--- src/rtl/demux1to2_stream.sv ---
// Registered 1-to-2 stream demultiplexer with a one-word output register per channel.
// Optional per-channel delivered-word counters are compiled in with DEMUX_CNT_EN.
module demux1to2_stream #(
    parameter int WIDTH = 4,
    parameter int CNT_W = 8
) (
    input  logic             clk,
    input  logic             reset,
    input  logic [WIDTH-1:0] In_data,
    input  logic             In_sel,
    input  logic             In_valid,
    output logic             In_ready,
    output logic [WIDTH-1:0] Y0_data,
    output logic             Y0_valid,
    input  logic             Y0_ready,
    output logic [WIDTH-1:0] Y1_data,
    output logic             Y1_valid,
    input  logic             Y1_ready,
    input  logic             Clr_cnt,
    output logic [CNT_W-1:0] Count0,
    output logic [CNT_W-1:0] Count1
);

    typedef enum logic {
        EMPTY = 1'b0,
        FULL  = 1'b1
    } slot_state_e;

    logic [1:0]            out_ready;
    logic [1:0]            slot_free;
    logic [1:0]            chan_valid;
    logic [1:0][WIDTH-1:0] chan_data;
    logic [1:0][CNT_W-1:0] chan_cnt;
    logic                  accept;

    assign out_ready = {Y1_ready, Y0_ready};
    // A slot can take a word if empty, or if it is draining this very cycle.
    assign In_ready  = ~reset & slot_free[In_sel];
    assign accept    = In_valid & In_ready;

    generate
        for (genvar gi = 0; gi < 2; gi++) begin : g_chan
            slot_state_e      state_q, state_d;
            logic [WIDTH-1:0] data_q, data_d;
            logic             load;
            logic             drain;

            assign load          = accept & (In_sel == 1'(gi));
            assign drain         = (state_q == FULL) & out_ready[gi];
            assign slot_free[gi] = (state_q == EMPTY) | out_ready[gi];

            always_comb begin
                state_d = state_q;
                data_d  = data_q;
                if (load) begin
                    state_d = FULL;
                    data_d  = In_data;
                end else if (drain) begin
                    state_d = EMPTY;
                end
            end

            always_ff @(posedge clk or posedge reset) begin
                if (reset) begin
                    state_q <= EMPTY;
                    data_q  <= '0;
                end else begin
                    state_q <= state_d;
                    data_q  <= data_d;
                end
            end

            assign chan_valid[gi] = (state_q == FULL);
            assign chan_data[gi]  = data_q;

`ifdef DEMUX_CNT_EN
            logic [CNT_W-1:0] cnt_q, cnt_d;

            // Clear wins over a same-cycle drain; the count wraps freely.
            always_comb begin
                cnt_d = cnt_q;
                if (Clr_cnt) begin
                    cnt_d = '0;
                end else if (drain) begin
                    cnt_d = cnt_q + 1'b1;
                end
            end

            always_ff @(posedge clk or posedge reset) begin
                if (reset) begin
                    cnt_q <= '0;
                end else begin
                    cnt_q <= cnt_d;
                end
            end

            assign chan_cnt[gi] = cnt_q;
`else
            assign chan_cnt[gi] = '0;
`endif
        end
    endgenerate

`ifndef DEMUX_CNT_EN
    logic unused_clr;
    assign unused_clr = Clr_cnt;
`endif

    assign Y0_valid = chan_valid[0];
    assign Y1_valid = chan_valid[1];
    assign Y0_data  = chan_data[0];
    assign Y1_data  = chan_data[1];
    assign Count0   = chan_cnt[0];
    assign Count1   = chan_cnt[1];

endmodule

--- config.mk ---
export PLATFORM = sky130hd
export DESIGN_NAME = demux1to2_stream
export DESIGN_NICKNAME = d
export VERILOG_FILES = /design/src/rtl/demux1to2_stream.sv
export SDC_FILE = /design/constraint.sdc
export NUM_CORES = 1
export LEC_CHECK = 0
export BUFFER_PORTS_ARGS = -buffer_cell sky130_fd_sc_hd__buf_2
export CAP_MARGIN = 10
export CORE_MARGIN = 8
export CORE_UTILIZATION = 42
export CTS_CLUSTER_DIAMETER = 80
export CTS_CLUSTER_SIZE = 14
export DETAILED_ROUTE_END_ITERATION = 8
export HOLD_SLACK_MARGIN = 0.1
export PLACE_DENSITY = 0.81
export SYNTH_ARGS = -nofsm -noshare
export SYNTH_HDL_FRONTEND = slang
export SYNTH_SLANG_ARGS = --single-unit
--- constraint.sdc ---
create_clock -name clk -period 3.5 [get_ports clk]
set_input_delay 0.7 -clock clk [delete_from_list [all_inputs] [get_ports clk]]
set_output_delay 0.7 -clock clk [all_outputs]
set_load 0.05 [all_outputs]
==> impl_metrics.toml <==
[power_and_ir_drop]
internal_power_uw = 242
p_leak_nw = 0.361
power_density_nw_per_um2 = 684
switching_share_pct = 44.3
ir_drop_mv = 0.292
pwr-share-comb_pct = 42.0
power.switching_uw = 192
clkPwrFrac_pct = 24.1
pwr-share-seq_pct = 33.9
p_total_uw = 434

[synth]
yosysSeqAreaShare_pct = 45.1
synth_edf_count = 0
synth.most_common_cell = "buf_4"
synth_top_flop_cell = "dfrtp_1"
synthTopCellsByArea = "dfrtp_1 (45%), buf_4 (22%), mux2_4 (11%)"
synthDistinctLibCells = 14
synth_common_cells = "buf_4 (16), dfrtp_1 (10), mux2_2 (4), mux2_4 (4), nand2_1 (3)"
synthesis.instances = 47
synth_top_cell_by_area = "dfrtp_1"
synth.top_cell.area_share_pct = 45.1
syn-cell-area_um2 = 554
yosysWarnings = 0
avgSynthCellArea_um2 = 11.8
synthArstFlopShare_pct = 100
ys_ff_latch = 10

[global_route]
antenna_found_initial = 0
grt_pass1_vias = 360
overflow = 0
grt_pass1_wl_um = 1570
track_usage_pct = 7.84
grt_max_degree = 11

[floorplan]
fp.dieArea_um2 = 2740
initial_core_util_pct = 43.7
die_height_um = 52.3
die_w_um = 52.3
rows = 13
coreArea_um2 = 1270
io_pins = 38

[clocking]
cts_sinks = 10
post_cts_resized = 0
path_clk_slew_ns = 0.06
cts_tree = "built"
cts_buffers = 3
clock_path_buffers = 2
hold_buffers = 0
htree_levels = 1
clk_latency_ns = 0.27
cts_setup_buffers = 0
clock-root-buffer = "clkbuf_4"

[sta]
min_period_ns = 2.09
fin_tns_setup_ns = 0
setup_viol_count_final = 0
slew_violations = 0
setup_ws_ns = 1.41
fin_crit_sh_pct = 59.8
hold_viol = 0
rsz0062_at_grt = "false"
clock_skew_ns = 0.00117
max_freq_mhz = 478

[run_status]
status = "completed"

[detailed_routing]
detail-route-antenna-nets = 0
drt-initial-drc-count = 2
route.vias.total = 353
wire_per_inst_um = 13.1
drc = 0
drtPass1Iterations = 2
wl_um = 1100
vias_per_cell = 4.20

[place]
place_ws_ns = 1.40
place.gp.congestion = 0.671
place_hpwl_um = 927
place_area_um2 = 598
io_buffer_count = 20

[finish]
fillers = 128
antenna_cells = 0
final_util_pct = 50.0
multi_input_area_um2 = 225
syn_to_final_growth_pct = 14.4
regArea_um2 = 250
layout.nets = 81
drive_above_1_share_pct = 47.8
fin_area_um2 = 634

[worst_setup_path]
cp_slowest_cell = "buf_2"
cpMostUsedCell = "buf_2"
cp_data_required_time_ns = 2.80
critical_path_class = "primary input to primary output"
worst_ep_arrival_time_ns = 1.39
ff2ff_setup_slack_ns = 2.23
worstSetupStartpointType = "primary input"
startpoint = "Y1_ready"
worstRegToRegCells = 3
rr_startpoint = "Y1_valid"
critical_path.max_fanout = 3
crit_path_end_kind = "primary output"
path_cells = "buf_2, nand2b_1, mux2i_1, nor2_1, buf_2"
rr_endpoint = "Y1_data[1]"
cpPeakStageDelay_ns = 0.20
crit_end = "In_ready"

[min_path]
hp-class = "primary input to asynchronous set/reset pin"

[flow_run]
max-cap-violations = 0
-- cell type report --
cell class | count | share of cell area [%]
clock buffers | 4 | 5.72
flip-flops and latches | 10 | 39.4
repair buffers | 20 | 15.8
multi-input cells | 34 | 35.5
inverters | 1 | 0.592
well taps | 15 | 2.96
-- critical path: cells and delay by family --
family	cells	cell delay (ns)
muxes	1	0.18
buffers and inverters	2	0.29
and+or+nand+nor	2	0.21
-- routing by layer --
layer  global-route usage (%)  share of wire, %  vias to the layer above
li1                         -                 -                      162
met1                     7.87                35                      167
met2                     12.5                50                       21
met3                     3.98                13                        3
met4                     5.17               1.9                        0
met5                        0                 0                        -
-- power groups by stage --
stage	Clock, mW	Combinational [mW]	Sequential, mW
after global routing	0.112	0.190	0.150
after detailed placement	0	0.183	0.149
final	0.104	0.182	0.147
after floorplan	0	0.0863	0.225
after global placement	0	0.182	0.148
after CTS	0.108	0.183	0.148
-- state kept, by name, summed over array words and instances, names as in the netlist --
signal / count
Y0_data: 4
Y0_valid: 1
Y1_data: 4
Y1_valid: 1
-- cell usage in the layout, fill, tap and decap left out --
cell type / Yosys / layout
buf_2: 0 / 20
conb_1: 1 / 16
dfrtp_1: 10 / 10
mux2_4: 4 / 4
mux2_2: 4 / 4
nand2_1: 3 / 3
clkbuf_4: 0 / 3
nand2b_1: 2 / 2
nor2b_2: 1 / 1
and3_1: 1 / 1
nand3b_1: 1 / 1
mux2i_1: 1 / 1
nor2_1: 1 / 1
inv_1: 1 / 1
clkbuf_8: 0 / 1
-- through the flow --
step | hold slack, ns | instances
2_1_floorplan | 0.540 | 62
3_3_place_gp | 0.485 | 80
3_5_place_dp | 0.492 | 80
4_1_cts | 0.432 | 84
5_1_grt | 0.462 | 84
6_report | 0.430 | 84
-- worst min-delay path by stage --
stage / start / to / slack [ns]
6_report: reset / Y0_valid / 0.43
4_1_cts: reset / Y0_valid / 0.43
3_5_place_dp: Y0_data[2] / Y0_data[2] / 0.49
3_3_place_gp: Y0_data[0] / Y0_data[0] / 0.48
2_1_floorplan: reset / Y0_data[0] / 0.54
5_1_grt: reset / Y0_valid / 0.46
-- cell families (layout without fill, tap and decap cells) --
family,count (synthesis),after routing,synth area share [%]
flops,10,10,45.1
buf+inv,18,25,24.4
simple gates,9,9,9.03
mux,9,9,20.8
other cells,1,16,0.677
Power figures use the tool's default switching activity.
